===== src/rtl/rv32c_pkg.sv =====
// Types and helpers shared by the fetch realigner and the RV32C decompressor.
package rv32c_pkg;

  typedef logic [15:0] halfword_t;

  localparam int HWQ_DEPTH = 3;
  localparam int HWQ_CNT_W = $clog2(HWQ_DEPTH + 1);

  typedef logic [HWQ_CNT_W-1:0] hwq_cnt_t;

  // Any halfword whose two low bits are not 2'b11 opens a 16-bit instruction.
  function automatic logic is_compressed(input halfword_t hw);
    return hw[1:0] != 2'b11;
  endfunction

endpackage


===== src/rtl/hw_queue.sv =====
// Three-entry halfword shift queue: dequeue 0..2 from the head, then append 0..2
// at the tail in the same cycle; clear empties it.
module hw_queue
  import rv32c_pkg::*;
(
  input  logic      clk,
  input  logic      rst_n,
  input  logic      clear_i,
  input  logic [1:0] enq_num_i,
  input  halfword_t enq_hw0_i,
  input  halfword_t enq_hw1_i,
  input  logic [1:0] deq_num_i,
  output halfword_t hw0_o,
  output halfword_t hw1_o,
  output hwq_cnt_t  count_o
);

  halfword_t slot_q [HWQ_DEPTH];
  halfword_t slot_d [HWQ_DEPTH];
  hwq_cnt_t  count_q, count_d;

  always_comb begin
    int deq;
    int enq;
    int kept;
    // NOTE: every output of this block gets a default before any branch, so no
    // path can leave a value unassigned and infer a latch.
    slot_d  = slot_q;
    count_d = count_q;
    deq     = int'(deq_num_i);
    enq     = int'(enq_num_i);
    kept    = int'(count_q) - deq;

    if (clear_i) begin
      count_d = '0;
    end else begin
      for (int i = 0; i < HWQ_DEPTH; i++) begin
        if (i < kept) begin
          for (int j = 0; j < HWQ_DEPTH; j++) begin
            if (j == i + deq) slot_d[i] = slot_q[j];
          end
        end else if (i == kept && enq >= 1) begin
          slot_d[i] = enq_hw0_i;
        end else if (i == kept + 1 && enq == 2) begin
          slot_d[i] = enq_hw1_i;
        end
      end
      count_d = hwq_cnt_t'(kept + enq);
    end
  end

  always_ff @(posedge clk or negedge rst_n) begin
    if (!rst_n) begin
      // NOTE: the slots are reset too (not just count) so the data outputs are
      // never X after reset, even though they are only meaningful below count.
      for (int i = 0; i < HWQ_DEPTH; i++) slot_q[i] <= '0;
      count_q <= '0;
    end else begin
      // NOTE: state registers use non-blocking assignment so every flop samples
      // the pre-edge values regardless of statement order.
      slot_q  <= slot_d;
      count_q <= count_d;
    end
  end

  assign hw0_o   = slot_q[0];
  assign hw1_o   = slot_q[1];
  assign count_o = count_q;

endmodule


===== src/rtl/fetch_realigner.sv =====
// Turns word-aligned fetch words into one 16- or 32-bit instruction per handshake,
// with its PC, ahead of the RV32C decompressor.
module fetch_realigner
  import rv32c_pkg::*;
#(
  parameter logic [31:0] RESET_PC = 32'h0000_0200
) (
  input  logic        CLK,
  input  logic        nRST,
  input  logic        flush,
  input  logic [31:0] new_pc,
  output logic        fetch_req,
  output logic [31:0] fetch_addr,
  input  logic        fetch_valid,
  input  logic [31:0] fetch_data,
  output logic        out_valid,
  input  logic        out_ready,
  output logic [31:0] out_inst32,
  output logic [15:0] out_inst16,
  output logic        out_compressed,
  output logic [31:0] out_pc
);

  logic [31:0] head_pc_q, head_pc_d;
  logic [31:0] fetch_addr_q, fetch_addr_d;
  logic        drop_low_q, drop_low_d;

  halfword_t   hw0, hw1;
  hwq_cnt_t    count;
  logic [1:0]  enq_num, deq_num;
  halfword_t   enq_hw0, enq_hw1;
  logic        hw0_comp, have_one, have_two;
  logic        fetch_fire, xfer;

  hw_queue u_hw_queue (
    .clk       (CLK),
    .rst_n     (nRST),
    .clear_i   (flush),
    .enq_num_i (enq_num),
    .enq_hw0_i (enq_hw0),
    .enq_hw1_i (enq_hw1),
    .deq_num_i (deq_num),
    .hw0_o     (hw0),
    .hw1_o     (hw1),
    .count_o   (count)
  );

  // Requesting only with at most one halfword queued leaves room for a full word.
  assign fetch_req  = !flush && (count <= hwq_cnt_t'(1));
  assign fetch_fire = fetch_req && fetch_valid;

  assign hw0_comp = is_compressed(hw0);
  assign have_one = count != '0;
  assign have_two = count >= hwq_cnt_t'(2);

  assign out_valid      = (have_one && hw0_comp) || have_two;
  assign out_compressed = hw0_comp;
  assign out_pc         = head_pc_q;
  assign out_inst16     = have_one ? hw0 : 16'h0000;
  assign out_inst32     = !have_one ? 32'h0 : (hw0_comp ? {16'h0000, hw0} : {hw1, hw0});
  assign fetch_addr     = fetch_addr_q;

  assign xfer = out_valid && out_ready;

  always_comb begin
    enq_num = 2'd0;
    enq_hw0 = fetch_data[15:0];
    enq_hw1 = fetch_data[31:16];
    deq_num = 2'd0;

    if (fetch_fire) begin
      // After a redirect to an odd halfword the low half of the first word is skipped.
      enq_num = drop_low_q ? 2'd1 : 2'd2;
      enq_hw0 = drop_low_q ? fetch_data[31:16] : fetch_data[15:0];
    end
    if (xfer && !flush) deq_num = hw0_comp ? 2'd1 : 2'd2;
  end

  always_comb begin
    head_pc_d    = head_pc_q;
    fetch_addr_d = fetch_addr_q;
    drop_low_d   = drop_low_q;

    if (flush) begin
      head_pc_d    = new_pc & ~32'h1;
      fetch_addr_d = new_pc & ~32'h3;
      drop_low_d   = new_pc[1];
    end else begin
      if (xfer) head_pc_d = head_pc_q + (hw0_comp ? 32'd2 : 32'd4);
      if (fetch_fire) begin
        fetch_addr_d = fetch_addr_q + 32'd4;
        drop_low_d   = 1'b0;
      end
    end
  end

  always_ff @(posedge CLK or negedge nRST) begin
    if (!nRST) begin
      head_pc_q    <= RESET_PC;
      fetch_addr_q <= RESET_PC & ~32'h3;
      drop_low_q   <= RESET_PC[1];
    end else begin
      head_pc_q    <= head_pc_d;
      fetch_addr_q <= fetch_addr_d;
      drop_low_q   <= drop_low_d;
    end
  end

endmodule


===== config.mk =====
export PLATFORM = sky130hd
export DESIGN_NAME = fetch_realigner
export DESIGN_NICKNAME = d
export VERILOG_FILES = /design/src/rtl/rv32c_pkg.sv /design/src/rtl/hw_queue.sv /design/src/rtl/fetch_realigner.sv
export SDC_FILE = /design/constraint.sdc
export NUM_CORES = 1
export LEC_CHECK = 0
export ABC_AREA = 1
export BUFFER_PORTS_ARGS = -buffer_cell sky130_fd_sc_hd__buf_2
export CAP_MARGIN = 40
export CORE_MARGIN = 3
export CORE_UTILIZATION = 40
export CTS_CLUSTER_DIAMETER = 120
export DETAILED_ROUTE_END_ITERATION = 12
export GPL_ROUTABILITY_DRIVEN = 0
export SLEW_MARGIN = 25
export SYNTH_ARGS = -nofsm -noshare
export SYNTH_HDL_FRONTEND = slang
export SYNTH_SLANG_ARGS = --single-unit

===== constraint.sdc =====
create_clock -name CLK -period 3.2 [get_ports CLK]
set_clock_uncertainty 0.05 [all_clocks]
set_input_delay 0.16 -clock CLK [delete_from_list [all_inputs] [get_ports CLK]]
set_output_delay 0.16 -clock CLK [all_outputs]
set_load 0.005 [all_outputs]

Yosys cells after proc, flatten, opt, wreduce, memory -nomap -nowiden. Cells that the tools add are included.

$lt $le $gt $ge: 6. Reductions and logical operators: 26. Bitwise gates (word level): 1. Add/subtract/negate cells: 7. Equality and inequality tests: 17. Mux-type cells: 34.

Operators with widths (number): $mux 16 (20); $mux 32 (6); $logic_not 32->1 (4); $eq 2x32->1 const A (3); $eq 3x32->1 const A (3); $add 32x3->32 (1); $add 32x3->32 const B (1); $ne 3x3->1 const B (4); $logic_and 1x1->1 (11); $mux 2 (5); $reduce_bool 3->1 (3); $reduce_and 4->1 (2); $reduce_bool 2->1 (3); $add 3x2->4 const B (1); $eq 2x2->1 const A (2); $ne 2x2->1 const B (2); $add 1x2->3 const A (1); $add 2x2->3 const A (1); $eq 2x3->1 const A (1); $eq 3x3->1 const A (1); $lt 1x3->1 const A (1); $lt 2x3->1 const A (1); $lt 3x3->1 const A (1); $mux 3 (1); 11 further kinds (12).

Output and inout bits: 115. Input port bits: 69. Register bits: 115. Word-level logic and storage cells: 98.

Depth between registers and ports, before layout.
Depth in word-level cells: 13. Depth in mapped cells: 19. Gate-level depth less buffers: 18.

Modules after synthesis. From an unflattened synthesis, not the netlist that was laid out.

Cell total of the unflattened synthesis: 1377. Area, all modules: 8789.7 um^2.

Modules (own cells, without submodules): fetch_realigner (seq. area each 1554.0 um^2, cells an instance 766, area each 4961.0 um^2, times used 1); hw_queue (seq. area each 1251.2 um^2, cells an instance 611, area each 3828.7 um^2, times used 1).

Least setup slack after synthesis. No wires, ideal clock.

Kind: register to register. From: reg u_hw_queue.slot_q, in the netlist u_hw_queue.hw0_o[0]. To: reg head_pc_q[21] (netlist: out_pc[21]). Stages on the path, launching flop included: 14. Clock period less this slack: 2874 ps. Setup time: 117 ps. Path slack: 326 ps. Buffers on the path: 2. Arrival time: 2707 ps. Required time: 3033 ps. Cells stage by stage: dfrtp_1 nand2_2 clkbuf_1 clkbuf_1 ha_1 inv_1 fa_1 nor2_1 nand2_1 nor2_1 nand3_1 xor2_1 nand2_1 nand2_1.

Cells in the longest elaborated chain, start to end: 5. Elaborated cells on any way between the ends: 9. Those cells by class: add/sub: 1; eq/ne: 1; mux: 3; reduce/logical: 4.

RTL lines: from (decl) (line hw_queue.sv:18) `halfword_t slot_q [HWQ_DEPTH];`; from (signal assigned) (line hw_queue.sv:61) `slot_q <= slot_d;`; $ne 2x2->1 (*) (line rv32c_pkg.sv:13) `return hw[1:0] != 2'b11;`; named net out_compressed (line fetch_realigner.sv:20) `output logic out_compressed,`; $mux 3 or $logic_and 1x1->1 (tied branches) (line fetch_realigner.sv:89, fetch_realigner.sv:56); $add 32x3->32 or $logic_or 1x1->1 (tied branches) (line fetch_realigner.sv:89, fetch_realigner.sv:56); $mux 32 or $logic_and 1x1->1 (tied branches) (line fetch_realigner.sv:89, fetch_realigner.sv:63); $mux 32 or $reduce_bool 2->1 (tied branches); to (signal assigned) (line fetch_realigner.sv:103) `head_pc_q <= head_pc_d;`; to (decl) (line fetch_realigner.sv:24) `logic [31:0] head_pc_q, head_pc_d;`.

Mark *: on every way through the listed nets, which the timed path passes. The rest lies on a longest branch. The select of a mux whose other input is x is not followed. A chain may end at the register's enable or synchronous reset.

Final worst setup path.
From: reg u_hw_queue.slot_q, in the netlist u_hw_queue.hw0_o[0]. To: reg u_hw_queue.slot_q, in the netlist u_hw_queue.hw0_o[0].

Cells in the longest elaborated chain, start to end: 12. Elaborated cells on any way between the ends: 22. Those cells by class: add/sub: 2; order compare: 1; eq/ne: 4; mux: 5; reduce/logical: 10.

RTL lines: $ne 2x2->1 (*) (line rv32c_pkg.sv:13); $logic_and 1x1->1 (line fetch_realigner.sv:56) `assign out_valid = (have_one && hw0_comp) || have_two;`; $logic_or 1x1->1 (line fetch_realigner.sv:56); $logic_and 1x1->1 (line fetch_realigner.sv:63) `assign xfer = out_valid && out_ready;`; $logic_and 1x1->1 (line fetch_realigner.sv:76) `if (xfer && !flush) deq_num = hw0_comp ? 2'd1 : 2'd2;`; $mux 2 (*) (line fetch_realigner.sv:76); $sub 2x2->3 (line hw_queue.sv:32) `kept = int'(count_q) - deq;`; $add 3x2->4 (line hw_queue.sv:44) `end else if (i == kept + 1 && enq == 2) begin`; $logic_not 32->1 (line hw_queue.sv:44); $logic_and 1x1->1 (line hw_queue.sv:44); $reduce_bool 3->1 (no source line); $reduce_and 3->1 (no source line).

Every way passes the cells marked *; elsewhere a longest branch is shown, timed or not.

==> flow_summary.html <==
<table>
<tr><th>Metric</th><th>Value</th></tr>
<tr><th colspan="2">Outcome</th></tr>
<tr><td>Result of the run</td><td>completed</td></tr>
<tr><th colspan="2">STA</th></tr>
<tr><td>Maximum clock rate</td><td>~0.34 GHz</td></tr>
<tr><td>Final number of hold-violating endpoints</td><td>0</td></tr>
<tr><td>Setup repair after global routing missed its margin</td><td>true</td></tr>
<tr><td>Number of setup violations in the final report</td><td>0</td></tr>
<tr><td>Worst Max-Slew Pin Slew</td><td>0.751 ns</td></tr>
<tr><td>Pins over their slew limit</td><td>0</td></tr>
<tr><td>Period minus WS final</td><td>between 2 and 3 ns</td></tr>
<tr><td>Final sum of negative setup slack</td><td>0 ns</td></tr>
<tr><td>Post-route fraction of the period consumed by the critical path</td><td>about 93%</td></tr>
<tr><td>Final hold slack</td><td>0.00741 ns</td></tr>
<tr><td>Slew margin rel.</td><td>49.9%</td></tr>
<tr><th colspan="2">Worst setup path</th></tr>
<tr><td>Maximum fanout along the worst path</td><td>22</td></tr>
<tr><td>Launching element type of the critical path</td><td>register</td></tr>
<tr><td>Kind of critical path</td><td>register to register</td></tr>
<tr><td>Capturing element type of the critical path</td><td>register</td></tr>
<tr><td>CP required</td><td>around 3.4 ns</td></tr>
<tr><td>Register-to-Register Setup Slack</td><td>roughly 0.23 ns</td></tr>
<tr><td>Reg-to-reg critical path endpoint</td><td>u_hw_queue.hw0_o[0]$_DFFE_PN0P_</td></tr>
<tr><td>Worst reg2reg path depth</td><td>16</td></tr>
<tr><td>Critical register-to-register path startpoint</td><td>u_hw_queue.hw0_o[0]$_DFFE_PN0P_</td></tr>
<tr><td>Worst EP arrival</td><td>3.21 ns</td></tr>
<tr><th colspan="2">Finish</th></tr>
<tr><td>Non-Filler Cell Area, Final</td><td>just over 0.01 mm^2</td></tr>
<tr><td>N_diodes</td><td>0</td></tr>
<tr><td>Growth of design area from synthesis to finish</td><td>17.1%</td></tr>
<tr><td>Ratio of cells with drive above 1 in the final layout</td><td>around 16%</td></tr>
<tr><td>Net count of the finished layout</td><td>around 1,700</td></tr>
<tr><td>Fill cells</td><td>~2,300</td></tr>
<tr><td>Footprint of the multi-input gates</td><td>0.00503 mm^2</td></tr>
<tr><td>Area taken by flip-flops and latches</td><td>~0.0028 mm^2</td></tr>
<tr><td>Non-filler instance count after layout</td><td>roughly 1,900</td></tr>
<tr><th colspan="2">Clock tree</th></tr>
<tr><td>Clock sink total</td><td>approximately 110</td></tr>
<tr><td>Clock buffer count from CTS</td><td>9</td></tr>
<tr><td>Depth of the CTS H-tree</td><td>3</td></tr>
<tr><td>Buffers from clock root to sink, at most</td><td>2</td></tr>
<tr><td>Clk Tree Root Cell</td><td>clkbuf_16</td></tr>
<tr><td>Reg clk slew, reported paths</td><td>around 0.090 ns</td></tr>
<tr><td>Clock tree from TritonCTS</td><td>done</td></tr>
<tr><td>Latest clock arrival within the worst-skew pair</td><td>between 0.3 and 0.4 ns</td></tr>
<tr><th colspan="2">Detailed routing</th></tr>
<tr><td>Number of detailed-routing iterations run before antenna repair</td><td>7</td></tr>
<tr><td>Number of routed nets with antenna violations</td><td>0</td></tr>
<tr><td>Drt via density</td><td>around 5.3</td></tr>
<tr><td>Count of vias placed by the detailed router</td><td>around 9,800</td></tr>
<tr><td>Routed wire per std cell</td><td>roughly 17 um</td></tr>
<tr><td>Sum of routed wire length over all layers</td><td>~32 mm</td></tr>
<tr><td>Post-route DRC</td><td>0</td></tr>
<tr><td>Violation count after the first detailed-routing iteration</td><td>between 600 and 700</td></tr>
<tr><th colspan="2">Place</th></tr>
<tr><td>Cell count after placement</td><td>1,832</td></tr>
<tr><td>Post-placement cell area</td><td>between 0.009 and 0.01 mm^2</td></tr>
<tr><td>Count of buffers from port buffering</td><td>between 150 and 200</td></tr>
<tr><td>HPWL reported at the end of detailed placement</td><td>22.9 mm</td></tr>
<tr><th colspan="2">Global routing</th></tr>
<tr><td>Antenna violations before repair</td><td>0</td></tr>
<tr><td>Global routing usage summed across all routing layers</td><td>26.7%</td></tr>
<tr><td>Maximum number of pins on one net before global-route repair</td><td>71</td></tr>
<tr><td>Grt ovf</td><td>0</td></tr>
<tr><td>First-pass GRT wire length</td><td>roughly 51 mm</td></tr>
<tr><td>Vias in the first global route</td><td>9,312</td></tr>
<tr><th colspan="2">Power</th></tr>
<tr><td>Total design power</td><td>between 5 and 6 mW</td></tr>
<tr><td>Internal Dissipation</td><td>between 3 and 4 mW</td></tr>
<tr><td>Leakage power</td><td>5.43 nW</td></tr>
<tr><td>Switching Power</td><td>~2.6 mW</td></tr>
<tr><td>Power share of the sequential group</td><td>about 37%</td></tr>
<tr><td>Share of total power consumed by net switching</td><td>around 44%</td></tr>
<tr><td>Peak supply drop</td><td>between 0.0002 and 0.0003 V</td></tr>
<tr><td>Clock group share of total power</td><td>between 20% and 30%</td></tr>
<tr><td>Gate power share</td><td>42.4%</td></tr>
<tr><td>Power per cell area</td><td>slightly below 600 mW/mm^2</td></tr>
<tr><th colspan="2">Yosys</th></tr>
<tr><td>Most repeated cell in the gate-level netlist after synthesis</td><td>nand2_1</td></tr>
<tr><td>Number of instances in the synthesized netlist</td><td>between 1,000 and 1,500</td></tr>
<tr><td>Share of the synthesized area in the top cell type</td><td>between 30% and 40%</td></tr>
<tr><td>Largest cells by area after synthesis</td><td>dfrtp_1 32%, nand2_1 25%, nand3_1 7.8%</td></tr>
<tr><td>Post-synth cell types</td><td>45</td></tr>
<tr><td>Post-synth EDFFs</td><td>0</td></tr>
<tr><td>Share of synthesized flip-flops with an asynchronous set or reset</td><td>100%</td></tr>
<tr><td>Commonest register cell after synthesis</td><td>dfrtp_1</td></tr>
<tr><td>Most frequent cells after synthesis</td><td>580 x nand2_1, 137 x nand3_1, 136 x inv_1, 110 x dfrtp_1, 106 x nor2_1</td></tr>
<tr><td>Post-synthesis cell type with the largest combined area</td><td>dfrtp_1</td></tr>
<tr><td>Sequential area share after synthesis</td><td>between 30% and 40%</td></tr>
<tr><td>Yosys synthesis warning count</td><td>0</td></tr>
<tr><td>Total standard cell area after synthesis</td><td>0.00874 mm^2</td></tr>
<tr><td>Register bit total from synthesis</td><td>around 110</td></tr>
<tr><td>Avg Synthesized Cell Area</td><td>6.15 um^2</td></tr>
<tr><th colspan="2">Die</th></tr>
<tr><td>Core footprint</td><td>about 0.021 mm^2</td></tr>
<tr><td>Die Ht</td><td>around 150 um</td></tr>
<tr><td>Width of the die</td><td>roughly 150 um</td></tr>
<tr><td>Count of standard-cell rows</td><td>53</td></tr>
<tr><td>Boundary Pins</td><td>184</td></tr>
<tr><td>Initial core utilization</td><td>41.2%</td></tr>
<tr><td>DIE AREA</td><td>around 0.024 mm^2</td></tr>
<tr><th colspan="2">Min path</th></tr>
<tr><td>Worst hold path startpoint</td><td>new_pc[18]</td></tr>
<tr><td>Worst hold stages</td><td>3</td></tr>
<tr><td>End point of the most critical hold path</td><td>out_pc[18]$_DFFE_PN0N_</td></tr>
<tr><td>Worst Hold Class</td><td>primary input to register</td></tr>
<tr><th colspan="2">Job</th></tr>
<tr><td>Number of max-cap violations</td><td>0</td></tr>
</table>
## flip-flops by register name, indices dropped and copies added (netlist names)
name and flops:
out_pc 31, u_hw_queue.hw0_o 16, fetch_addr 30, drop_low_q 1, u_hw_queue.slot_q 16, u_hw_queue.hw1_o 16, u_hw_queue.count_o 2
## metrics by stage
stage	util, %	setup WS, ns
after CTS	48.1	0.112
final	48.2	0.231
after detailed placement	46.6	0.115
after global placement	46.5	0.181
after floorplan	-	0.326
after global routing	48.2	-0.0358
## timing repair
action / 4_1_cts / 5_1_grt
hold buffers: 2 / 0
setup endpoints to repair: 0 / 33
endpoints found under the hold margin: 42 / 0
gates resized for setup: 0 / 3
buffers inserted: 0 / 2
## cell usage in the layout, fill, tap and decap left out, types with 27 or more instances in the layout
| cell | n |
|---|---|
| nor2_1 | 103 |
| a21oi_1 | 73 |
| inv_1 | 136 |
| buf_4 | 28 |
| buf_2 | 178 |
| nor3_1 | 27 |
| dfrtp_1 | 110 |
| o21ai_0 | 52 |
| nand3_1 | 137 |
| nand2_1 | 580 |
## cell families after synthesis
family	share of synthesized area [%]
simple gates	42.8
fa+ha+maj	1.75
xor+xnor	2.41
other cells	0.0429
buf+inv	10.6
flops	32.1
compound gates	10.3
## worst max-delay path, cell delays in order, from the launching register on
cell	delay [ns]
dfrtp_1	0.41
nand2_2	0.11
nand2_1	0.07
nand2_1	0.11
nand4_2	0.09
inv_1	0.13
ha_1	0.16
inv_1	0.04
fa_1	0.47
xor2_1	0.29
buf_12	0.22
inv_1	0.25
a21oi_1	0.21
nand2_1	0.09
nand2_1	0.08
nand2_1	0.05
nand2_1	0.06
## metal layers
metal	GRT usage, %	vias up	routed length, um
met5	0	-	0
met4	9.42	0	1060
met3	4.25	60	2420
met2	45.0	417	15100
met1	34.8	4482	13400
li1	-	4794	-
## worst max-delay path by stage
stage                                    start                         endpoint  slack (ns)  cells after the start
3_5_place_dp   u_hw_queue.hw0_o[0]$_DFFE_PN0P_  u_hw_queue.hw0_o[3]$_DFFE_PN0P_        0.12                     14
2_1_floorplan  u_hw_queue.hw0_o[0]$_DFFE_PN0P_           out_pc[21]$_DFFE_PN0N_        0.33                     13
4_1_cts        u_hw_queue.hw0_o[0]$_DFFE_PN0P_  u_hw_queue.hw0_o[0]$_DFFE_PN0P_        0.11                     14
6_report       u_hw_queue.hw0_o[0]$_DFFE_PN0P_  u_hw_queue.hw0_o[0]$_DFFE_PN0P_        0.23                     16
3_3_place_gp   u_hw_queue.hw0_o[0]$_DFFE_PN0P_  u_hw_queue.hw0_o[0]$_DFFE_PN0P_        0.18                     14
5_1_grt        u_hw_queue.hw0_o[0]$_DFFE_PN0P_  u_hw_queue.hw0_o[1]$_DFFE_PN0P_       -0.04                     16
## area by class of cell
cell class / count / share of cell area, %
clock buffer: 13 / 2.64
clock inverter: 3 / 0.306
inverter: 142 / 5.23
multi-input combinational: 1094 / 49.2
sequential: 112 / 27.4
tap: 275 / 3.36
timing repair buffer: 214 / 11.9
## power by group through the flow
stage               sequential [mW]  combinational (mW)  clock (mW)
floorplan                      2.13                1.66           0
global route                   2.27                2.85        1.28
detailed placement             2.22                2.49           0
global placement               2.22                2.45           0
CTS                            2.20                2.49        1.24
finish                         2.21                2.51        1.21
Note: power is estimated with default switching activity, not from simulation.
